--- src/rtl/game_input_conditioner_pkg.sv ---
// Shared speed and heart-rate code definitions for the game input conditioner.
package game_pkg;

   typedef enum logic [1:0] {
      SPD_STOP = 2'd0,
      SPD_SLOW = 2'd1,
      SPD_FAST = 2'd2
   } speed_t;

   localparam logic [2:0] HR_SLOW   = 3'b001;
   localparam logic [2:0] HR_FAST   = 3'b011;
   localparam logic [2:0] HR_STOP_A = 3'b111;
   localparam logic [2:0] HR_STOP_B = 3'b000;

   // Unlisted codes hold the current speed rather than forcing a stop.
   function automatic speed_t decode_speed(input logic [2:0] code, input speed_t cur);
      speed_t nxt;
      nxt = cur;
      case (code)
         HR_SLOW:              nxt = SPD_SLOW;
         HR_FAST:              nxt = SPD_FAST;
         HR_STOP_A, HR_STOP_B: nxt = SPD_STOP;
         default:              nxt = cur;
      endcase
      return nxt;
   endfunction

endpackage

--- src/rtl/game_input_conditioner_if.sv ---
// Raw pins in, conditioned levels/strobes/scroll tick out.
interface game_input_conditioner_if;
   import game_pkg::*;

   logic       jump_btn, down_btn, enable_btn, rst_btn;
   logic       heartrate1, heartrate2, heartrate3;
   logic       run;
   logic       jump_lvl, down_lvl;
   logic       jump_rise, enable_rise, rst_rise;
   logic [1:0] speed;
   logic       scroll_tick;

   modport master (
      output jump_btn, down_btn, enable_btn, rst_btn,
      output heartrate1, heartrate2, heartrate3, run,
      input  jump_lvl, down_lvl, jump_rise, enable_rise, rst_rise, speed, scroll_tick
   );

   modport slave (
      input  jump_btn, down_btn, enable_btn, rst_btn,
      input  heartrate1, heartrate2, heartrate3, run,
      output jump_lvl, down_lvl, jump_rise, enable_rise, rst_rise, speed, scroll_tick
   );

endinterface

--- src/rtl/game_input_conditioner_debounce_sync.sv ---
// One pin: synchronizer chain, consecutive-cycle debounce, rising-edge strobe.
module debounce_sync #(
   parameter int unsigned SYNC_STAGES     = 2,
   parameter int unsigned DEBOUNCE_CYCLES = 500000
) (
   input  logic clk,
   input  logic clr,
   input  logic pin,
   output logic lvl,
   output logic rise
);

   localparam int unsigned CW = (DEBOUNCE_CYCLES > 1) ? $clog2(DEBOUNCE_CYCLES) : 1;
   localparam logic [CW-1:0] LAST = CW'(DEBOUNCE_CYCLES - 1);

   logic [SYNC_STAGES-1:0] sync;
   logic [CW-1:0]          cnt;
   logic                   s;

   assign s = sync[SYNC_STAGES-1];

   always_ff @(posedge clk or negedge clr) begin
      if (!clr) begin
         sync <= '0;
         cnt  <= '0;
         lvl  <= 1'b0;
         rise <= 1'b0;
      end else begin
         sync[0] <= pin;
         for (int unsigned i = 1; i < SYNC_STAGES; i++) sync[i] <= sync[i-1];
         rise <= 1'b0;
         if (s == lvl) begin
            cnt <= '0;
         end else if (cnt == LAST) begin
            lvl  <= s;
            rise <= s;
            cnt  <= '0;
         end else begin
            cnt <= cnt + CW'(1);
         end
      end
   end

endmodule

--- src/rtl/game_input_conditioner.sv ---
// Conditions raw game pins and turns the heart-rate code into a phase-accurate scroll tick.
module game_input_conditioner
   import game_pkg::*;
#(
   parameter int unsigned SYNC_STAGES     = 2,
   parameter int unsigned DEBOUNCE_CYCLES = 500000,
   parameter int unsigned ACC_W           = 18
) (
   input logic                     clk,
   input logic                     clr,
   game_input_conditioner_if.slave pins
);

   // Bit order: 0 jump, 1 down, 2 enable, 3 rst, 4 hr1, 5 hr2, 6 hr3.
   logic [6:0] raw, lvl, rise;
   logic [2:0] hr_code;
   speed_t     speed_q, speed_d;
   logic [ACC_W-1:0] acc;
   logic [ACC_W:0]   sum;
   logic             tick;
   logic             unused_bits;

   assign raw = {pins.heartrate3, pins.heartrate2, pins.heartrate1,
                 pins.rst_btn, pins.enable_btn, pins.down_btn, pins.jump_btn};

   for (genvar g = 0; g < 7; g++) begin : g_pin
      debounce_sync #(
         .SYNC_STAGES    (SYNC_STAGES),
         .DEBOUNCE_CYCLES(DEBOUNCE_CYCLES)
      ) u_db (
         .clk (clk),
         .clr (clr),
         .pin (raw[g]),
         .lvl (lvl[g]),
         .rise(rise[g])
      );
   end

   assign unused_bits = ^{rise[1], rise[6:4], lvl[3:2]};

   assign hr_code = {lvl[4], lvl[5], lvl[6]};

   always_comb begin
      speed_d = decode_speed(hr_code, speed_q);
   end

   // The carry out of the accumulator is the tick; acc is never cleared so phase survives speed/run changes.
   assign sum = {1'b0, acc} + (ACC_W+1)'(speed_q);

   always_ff @(posedge clk or negedge clr) begin
      if (!clr) begin
         speed_q <= SPD_STOP;
         acc     <= '0;
         tick    <= 1'b0;
      end else begin
         speed_q <= speed_d;
         if (pins.run && speed_q != SPD_STOP) begin
            acc  <= sum[ACC_W-1:0];
            tick <= sum[ACC_W];
         end else begin
            tick <= 1'b0;
         end
      end
   end

   assign pins.jump_lvl    = lvl[0];
   assign pins.down_lvl    = lvl[1];
   assign pins.jump_rise   = rise[0];
   assign pins.enable_rise = rise[2];
   assign pins.rst_rise    = rise[3];
   assign pins.speed       = speed_q;
   assign pins.scroll_tick = tick;

endmodule

--- src/flat_wrapper.sv ---
// flat-port wrapper written by rule: the top's interface ports become plain ports
module game_input_conditioner_flat import game_pkg::*;
#(
   parameter int unsigned SYNC_STAGES     = 2,
   parameter int unsigned DEBOUNCE_CYCLES = 500000,
   parameter int unsigned ACC_W           = 18
)
  (clk, clr, pins_jump_btn, pins_down_btn, pins_enable_btn, pins_rst_btn, pins_heartrate1, pins_heartrate2, pins_heartrate3, pins_run, pins_jump_lvl, pins_down_lvl, pins_jump_rise, pins_enable_rise, pins_rst_rise, pins_speed, pins_scroll_tick);
  game_input_conditioner_if pins_i ();
  input logic clk;
  input logic clr;
  input wire logic [$bits(pins_i.jump_btn)-1:0] pins_jump_btn;
  input wire logic [$bits(pins_i.down_btn)-1:0] pins_down_btn;
  input wire logic [$bits(pins_i.enable_btn)-1:0] pins_enable_btn;
  input wire logic [$bits(pins_i.rst_btn)-1:0] pins_rst_btn;
  input wire logic [$bits(pins_i.heartrate1)-1:0] pins_heartrate1;
  input wire logic [$bits(pins_i.heartrate2)-1:0] pins_heartrate2;
  input wire logic [$bits(pins_i.heartrate3)-1:0] pins_heartrate3;
  input wire logic [$bits(pins_i.run)-1:0] pins_run;
  output wire logic [$bits(pins_i.jump_lvl)-1:0] pins_jump_lvl;
  output wire logic [$bits(pins_i.down_lvl)-1:0] pins_down_lvl;
  output wire logic [$bits(pins_i.jump_rise)-1:0] pins_jump_rise;
  output wire logic [$bits(pins_i.enable_rise)-1:0] pins_enable_rise;
  output wire logic [$bits(pins_i.rst_rise)-1:0] pins_rst_rise;
  output wire logic [$bits(pins_i.speed)-1:0] pins_speed;
  output wire logic [$bits(pins_i.scroll_tick)-1:0] pins_scroll_tick;
  assign pins_i.jump_btn = pins_jump_btn;
  assign pins_i.down_btn = pins_down_btn;
  assign pins_i.enable_btn = pins_enable_btn;
  assign pins_i.rst_btn = pins_rst_btn;
  assign pins_i.heartrate1 = pins_heartrate1;
  assign pins_i.heartrate2 = pins_heartrate2;
  assign pins_i.heartrate3 = pins_heartrate3;
  assign pins_i.run = pins_run;
  assign pins_jump_lvl = pins_i.jump_lvl;
  assign pins_down_lvl = pins_i.down_lvl;
  assign pins_jump_rise = pins_i.jump_rise;
  assign pins_enable_rise = pins_i.enable_rise;
  assign pins_rst_rise = pins_i.rst_rise;
  assign pins_speed = pins_i.speed;
  assign pins_scroll_tick = pins_i.scroll_tick;
  game_input_conditioner #(.SYNC_STAGES(SYNC_STAGES), .DEBOUNCE_CYCLES(DEBOUNCE_CYCLES), .ACC_W(ACC_W)) u_core (.clk(clk), .clr(clr), .pins(pins_i));
endmodule
--- config.mk ---
export PLATFORM = sky130hd
export DESIGN_NAME = game_input_conditioner_flat
export DESIGN_NICKNAME = d
export VERILOG_FILES = /design/src/rtl/game_input_conditioner_pkg.sv /design/src/rtl/game_input_conditioner_if.sv /design/src/rtl/game_input_conditioner_debounce_sync.sv /design/src/rtl/game_input_conditioner.sv /design/src/flat_wrapper.sv
export SDC_FILE = /design/constraint.sdc
export NUM_CORES = 1
export LEC_CHECK = 0
export ABC_AREA = 0
export CAP_MARGIN = 20
export CORE_MARGIN = 4
export CORE_UTILIZATION = 35
export CTS_BUF_LIST = sky130_fd_sc_hd__clkbuf_16
export CTS_CLUSTER_DIAMETER = 40
export DETAILED_ROUTE_END_ITERATION = 10
export MAX_ROUTING_LAYER = met4
export PLACE_DENSITY_LB_ADDON = 0.15
export SLEW_MARGIN = 10
export SYNTH_ARGS = -nofsm -noshare
export SYNTH_HDL_FRONTEND = slang
export SYNTH_SLANG_ARGS = --single-unit
--- constraint.sdc ---
create_clock -name clk -period 1.8 [get_ports clk]
set_input_delay 0.36 -clock clk [delete_from_list [all_inputs] [get_ports clk]]
set_output_delay 0.36 -clock clk [all_outputs]
set_load 0.005 [all_outputs]
==> results of run 1 <==
[routing by layer]
layer	vias to the layer above	global-route usage [%]	part of all wire (%)
met5	-	-	0
met4	0	3.77	1.1
met3	10	2.71	2.1
met2	55	20.6	45
met1	2983	19.2	51
li1	3166	-	-
[synthesized netlist by cell type, types with 2 or more instances]
cell / n / area share [%]
nand2_1: 51 / 2.3
and4_1: 14 / 1.5
nor4b_1: 10 / 1.0
clkbuf_1: 14 / 0.63
o21ai_1: 5 / 0.30
inv_1: 22 / 0.98
nand3_1: 51 / 3.0
or2_2: 7 / 0.52
nor3_1: 14 / 0.83
xor2_1: 50 / 5.2
mux2_2: 8 / 1.1
o41ai_1: 2 / 0.21
and3_1: 7 / 0.52
nand4_1: 44 / 3.3
xnor2_1: 59 / 6.2
or4_1: 11 / 0.98
buf_2: 2 / 0.12
nand3b_1: 3 / 0.27
or4b_2: 2 / 0.24
or3_2: 3 / 0.27
nor4_1: 26 / 1.9
nor3b_1: 2 / 0.18
ha_1: 9 / 1.3
a21oi_1: 34 / 2.0
or3_1: 20 / 1.5
and2_1: 12 / 0.89
a31o_2: 3 / 0.31
nor2_1: 111 / 5.0
o21ai_0: 22 / 1.3
dfrtp_1: 178 / 53
o31ai_1: 10 / 0.89
[layout make-up]
cell class,count,area (um^2)
clock buffer,17,425
clock inverter,15,93.8
fill,2281,13100
inverter,22,82.6
multi-input combinational,606,3940
sequential,178,4460
tap,319,399
timing repair buffer,118,1020
[worst max-delay path: stages (launching register included)]
cell     delay, ps
dfrtp_1        370
or4_1          530
or4_4          570
nor2_4         100
mux2_4         290
[stage by stage]
stage | cell area (um^2) | std cells | setup TNS (ps)
final | 10400 | 1275 | -2960
after global routing | 10400 | 1275 | -3970
after CTS | 10300 | 1271 | -3020
after detailed placement | 9740 | 1235 | -3030
after global placement | 9740 | 1235 | -2810
after floorplan | 8460 | 824 | -2190
[cells by family after synthesis]
group	synth area share, %
AOI/OAI and AO/OA	5.54
xor gates and xnor gates	11.4
adders and majority gates	1.58
buffers and inverters	1.95
DFF	53.0
muxes	1.19
and+or+nand+nor	25.3
[power groups by stage]
stage | Combinational [W] | Sequential, W | Clock, W
2_1_floorplan | 0.000113 | 0.00417 | 0
3_3_place_gp | 0.000319 | 0.00417 | 0
3_5_place_dp | 0.000320 | 0.00417 | 0
4_1_cts | 0.000322 | 0.00410 | 0.00350
5_1_grt | 0.000363 | 0.00410 | 0.00366
6_report | 0.000313 | 0.00410 | 0.00335
[path summary, 6_finish.rpt]
check                                                     to  cells after the start                    startpoint  slack, ps
worst max-delay path                u_core.g_pin[1].u_db.lvl                      4   u_core.g_pin[1].u_db.cnt[7]       -170
worst min-delay path            u_core.g_pin[3].u_db.sync[1]                      0  u_core.g_pin[3].u_db.sync[0]        350
worst max register to register      u_core.g_pin[1].u_db.lvl                      4   u_core.g_pin[1].u_db.cnt[7]       -170
worst min register to register  u_core.g_pin[3].u_db.sync[1]                      0  u_core.g_pin[3].u_db.sync[0]        350
max in group asynchronous        u_core.g_pin[4].u_db.cnt[2]                      3                           clr        760
min in group asynchronous       u_core.g_pin[1].u_db.cnt[13]                      2                           clr        450
[registers in the layout, indices dropped and copies added (netlist names)]
signal                   flops
u_core.g_pin.u_db.lvl        7
u_core.acc                  18
u_core.pins.scroll_tick      1
u_core.pins.speed            2
u_core.g_pin.u_db.cnt      133
u_core.g_pin.u_db.sync      14
u_core.g_pin.u_db.rise       3
[repair_timing]
action	in CTS	in global routing
pin swaps	3	8
hold endpoints to repair	38	0
endpoints found under the setup margin	24	44
resized for setup	7	24
setup buffers	3	4
hold buffers	1	0
==> key figures, run 1 <==
Final layout
  • Most frequent cells in the layout: 174 x dfrtp_1, 110 x nor2_1, 92 x buf_4, 59 x xnor2_1
  • Post-Route Utilization: 44.3%
  • Ant. Diodes: 0
  • Share of cells above drive strength 1: 20.0%
  • Nets: 963
  • Syn-to-layout area delta: 24.1%
  • Most common cell after layout, fill and taps aside: dfrtp_1

Critical path
  • Worst path arrival time: 2280 ps
  • CP Max Fanout: 2
  • Crit start category: register
  • Worst Setup End Kind: register
  • Req. time, crit path: 2100 ps
  • Setup CP Type: reg -> reg

Clock tree
  • Total clock sinks: 178
  • H-tree depth: 4
  • CTS Root Buffer Type: clkbuf_16
  • CTS max path bufs: 2
  • CTS tree: built
  • Clk Latency, worst-skew pair: 430 ps
  • Num CTS Buffers: 17
  • Clk pin slew, worst setup/hold paths: 70 ps

Detailed routing
  • Drt first pass iters: 5
  • Routed vias: 6214
  • DR iter-0 viols: 317
  • Via density: 4.87
  • ANT nets after route: 0
  • Final WL: 16400 um
  • WL per Instance: 12.9 um
  • Post-route DRC: 0

Global route
  • Number of antenna violations at the first check in global routing: 0
  • Largest net degree at the start of global routing: 44
  • First-pass GRT wire length: 29800 um
  • Gr ovfl total: 0
  • Gr usage total: 13.8%
  • Vias in the first global route: 6220

Floorplan
  • Core area: 23500 um^2
  • # IOs: 18
  • FP Rows: 56
  • Die ar.: 26500 um^2
  • Starting Density: 35.7%
  • Die height: 163 um
  • Die Wd: 163 um

Pwr
  • Cell Pwr Density: 744 nW/um^2
  • NetSw: 0.00183 W
  • Combinational share of power: 4.0%
  • Total Power: 0.00776 W
  • Net Sw Frac: 23.6%
  • Pint: 0.00593 W
  • Clock power frac: 43.2%
  • Peak supply drop: 0.573 mV
  • Seq pwr share: 52.8%
  • Leakage: 4.32 nW

Synthesis
  • Yosys warns: 0
  • Ys async rst share: 100%
  • Avg Inst Size Synth: 10.2 um^2
  • Sequential share of the synthesized area: 53.0%
  • Post-synth EDFFs: 0
  • Syn nets: 844
  • Mapped cell area: 8400 um^2
  • Flops & latches, synth: 178
  • Top_reg_cell synth: dfrtp_1
  • Synth unique cells: 49
  • Cells after Synth: 824

STA
  • Worst-Margin Slew: 439 ps
  • Slew Viols, Final: 0
  • Worst slew margin: 70.4%
  • Final hold viol count: 0
  • Tmin final: 1970 ps
  • Post-Route Skew: 10.6 ps
  • Tcrit/Tclk final: 110%
  • RSZ-0062 raised after global routing: true
  • Hold WS: 350 ps
  • Maximum clock frequency: 506 MHz
  • Final setup viols: 19
  • Final WS setup: -174 ps

Status
  • Status: finished, violations left
  • Failing checks: negative setup slack

Place
  • Final Wtd Congestion: 0.778
  • Post-Place Setup Slack: -208 ps
  • IO Port Bufs: 17
  • Detailed placement HPWL: 11400 um

Min path
  • Hold crit path type: reg -> reg

Run
  • Max_cap viols: 0
Power figures use the tool's default switching activity.
==> inputs of run 2 (changes only) <==
==> constraint.sdc (replaced) <==
create_clock -name clk -period 1.7 [get_ports clk]
set_input_delay 0.34 -clock clk [delete_from_list [all_inputs] [get_ports clk]]
set_output_delay 0.34 -clock clk [all_outputs]
set_load 0.005 [all_outputs]
==> key figures, run 2 (same netlist as run 1, synthesis figures left out) <==
Detailed routing
  • DR iter-0 viols: 386 (+22%)
  • ANT nets after route: 0 (unchanged)
  • WL per Instance: 13.2 um (+2.6%)
  • Via density: 4.89 (+0.40%)
  • Drt first pass iters: 4 (-1)
  • Final WL: 17600 um (+7.2%)
  • Routed vias: 6518 (+4.9%)
  • Post-route DRC: 0 (unchanged)

Pwr
  • Pint: 0.00680 W (+15%)
  • Combinational share of power: 4.4% (+0.4 points)
  • Peak supply drop: 0.573 mV (about the same)
  • Cell Pwr Density: 783 nW/um^2 (+5.1%)
  • Seq pwr share: 49.3% (-3.5 points)
  • Clock power frac: 46.3% (+3.1 points)
  • Net Sw Frac: 22.8% (-0.83 points)
  • Leakage: 4.75 nW (+10%)
  • NetSw: 0.00201 W (+9.4%)

Critical path
  • Worst Setup End Kind: register
  • RR Endpoint: u_core.g_pin[1].u_db.lvl
  • R2r worst-path depth: 4 (unchanged)
  • Crit start category: register
  • R2R Setup Slk: -290 ps (-110 ps)
  • Req. time, crit path: 2010 ps (-90 ps)
  • Setup CP Type: reg -> reg
  • CP Max Fanout: 2 (unchanged)
  • Worst path arrival time: 2300 ps (+20 ps)
  • Reg-to-Reg Start: u_core.g_pin[1].u_db.cnt[11]

Final layout
  • Fillcell total: 2214 (-2.9%)
  • Cell area after layout: 11200 um^2 (+7.9%)
  • Nets: 1021 (+6.0%)
  • Syn-to-layout area delta: 33.9%
  • Largest Register: u_core.g_pin.u_db.cnt
  • Share of cells above drive strength 1: 28.7% (+8.7 points)
  • Ant. Diodes: 0 (unchanged)
  • Max FFs per register: 133 (unchanged)
  • Top Registers: u_core.g_pin.u_db.cnt (133), u_core.acc (18), u_core.g_pin.u_db.sync (14)
  • Post-Route Utilization: 47.8% (+3.5 points)
  • Most frequent cells in the layout: 174 x dfrtp_1, 142 x buf_4, 104 x nor2_1, 59 x xnor2_1, 50 x xor2_1
  • Most common cell after layout, fill and taps aside: dfrtp_1

STA
  • Final setup TNS: -4890 ps (-1930 ps)
  • Final setup viols: 21 (+2)
  • Final hold viol count: 0 (unchanged)
  • Final WS setup: -288 ps (-114 ps)
  • Maximum clock frequency: 503 MHz (-0.69%)
  • Post-Route Skew: 13.5 ps (+2.81 ps)
  • Tcrit/Tclk final: 117% (+7.3 points)
  • Tmin final: 1990 ps (+13.7 ps)
  • RSZ-0062 raised after global routing: true
  • Slew Viols, Final: 0 (unchanged)
  • Worst slew margin: 71.3% (+0.89 points)
  • Worst-Margin Slew: 426 ps (-13.2 ps)

Status
  • Failing checks: negative setup slack
  • Status: finished, violations left

Place
  • Final Wtd Congestion: 0.819 (+5.3%)
  • Post-DP Area: 10000 um^2 (+3.0%)
  • IO Port Bufs: 17 (unchanged)
  • Detailed placement HPWL: 11900 um (+4.3%)

Min path
  • Hold path cells: 0 (unchanged)
  • Sink of the worst hold path: u_core.g_pin[4].u_db.sync[1]
  • Hold crit path type: reg -> reg
  • Hold path startpoint: u_core.g_pin[4].u_db.sync[0]

Floorplan
  • Die height: 163 um (unchanged)
  • Die Wd: 163 um (unchanged)
  • FP Rows: 56 (unchanged)
  • Core area: 23500 um^2 (unchanged)
  • Starting Density: 35.7% (unchanged)
  • Die ar.: 26500 um^2 (unchanged)
  • # IOs: 18 (unchanged)

Global route
  • Largest net degree at the start of global routing: 42 (-4.5%)
  • Gr usage total: 14.1% (+0.30 points)
  • Number of antenna violations at the first check in global routing: 0 (unchanged)
  • Vias in the first global route: 6415 (+3.1%)
  • Gr ovfl total: 0 (unchanged)
  • First-pass GRT wire length: 30400 um (+2.2%)

Clock tree
  • Total clock sinks: 178 (unchanged)
  • CTS Root Buffer Type: clkbuf_16
  • Num CTS Buffers: 17 (unchanged)
  • Clk Latency, worst-skew pair: 430 ps (about the same)
  • Clk pin slew, worst setup/hold paths: 70 ps (about the same)
  • H-tree depth: 4 (unchanged)
  • CTS max path bufs: 2 (unchanged)
  • CTS tree: built

Run
  • Max_cap viols: 0 (unchanged)
run 2: changes by cell type in the layout (fill, tap and decap cells not counted), moves of 5 or more:
cell	delta
nor2_1	-6
buf_4	+50
nand3_1	-5
clkinv_1	-5
buf_6	+8
run 2: how the worst max path moves through the flow:
stage / startpoint / to / slack (ps) / cells after the start
after global placement: u_core.g_pin[1].u_db.cnt[14] / u_core.g_pin[1].u_db.lvl / -300 / 4
final: u_core.g_pin[1].u_db.cnt[11] / u_core.g_pin[1].u_db.lvl / -290 / 4
after global routing: u_core.g_pin[1].u_db.cnt[11] / u_core.g_pin[1].u_db.cnt[17] / -340 / 5
after floorplan: u_core.g_pin[1].u_db.cnt[14] / u_core.g_pin[1].u_db.lvl / -280 / 4
after detailed placement: u_core.g_pin[1].u_db.cnt[14] / u_core.g_pin[1].u_db.lvl / -300 / 4
after CTS: u_core.g_pin[1].u_db.cnt[11] / u_core.g_pin[1].u_db.cnt[14] / -270 / 5
run 2: what timing repair did:
item / 4_1_cts / 5_1_grt
gates resized for setup: 20 / 77
cloned: 0 / 2
endpoints found under the setup margin: 35 / 106
hold buffers: 1 / 0
buffers inserted: 8 / 19
endpoints found under the hold margin: 35 / 0
pin swaps: 8 / 41
run 2: power groups by stage:
stage               sequential, W  clock [W]  combinational [W]
detailed placement        0.00442          0           0.000367
CTS                       0.00433    0.00422           0.000369
finish                    0.00434    0.00408           0.000389
global route              0.00434    0.00440           0.000443
floorplan                 0.00441          0           0.000123
global placement          0.00442          0           0.000367
run 2: stage by stage:
| stage | total power, W | hold WS, ps | worst slack (ps) | cells |
|---|---|---|---|---|
| after floorplan | 0.00454 | 44.4 | -278 | 824 |
| after global placement | 0.00478 | 299 | -296 | 1271 |
| after detailed placement | 0.00478 | 299 | -305 | 1271 |
| after CTS | 0.00892 | 333 | -267 | 1311 |
| after global routing | 0.00919 | 333 | -339 | 1332 |
| final | 0.00880 | 341 | -288 | 1332 |
run 2: final cells by class:
| class | instances | area, um^2 | share of cell area [%] |
|---|---|---|---|
| tap | 319 | 399 | 3.55 |
| timing repair buffer | 176 | 1500 | 13.3 |
| clock inverter | 14 | 180 | 1.60 |
| sequential | 178 | 4460 | 39.7 |
| clock buffer | 17 | 425 | 3.78 |
| multi-input combinational | 606 | 4200 | 37.4 |
| inverter | 22 | 82.6 | 0.734 |
run 2: worst max-delay path, cell delays in order (launching register included):
cell and delay (ps):
dfrtp_1 380, or4_1 520, or4_4 560, nor2_4 130
mux2_4 290
run 2: per-layer routing:
| layer | wire length [um] | GRT usage [%] |
|---|---|---|
| met5 | 0 | - |
| met4 | 138 | 3.47 |
| met3 | 329 | 2.63 |
| met2 | 8350 | 21.8 |
| met1 | 8800 | 19.2 |
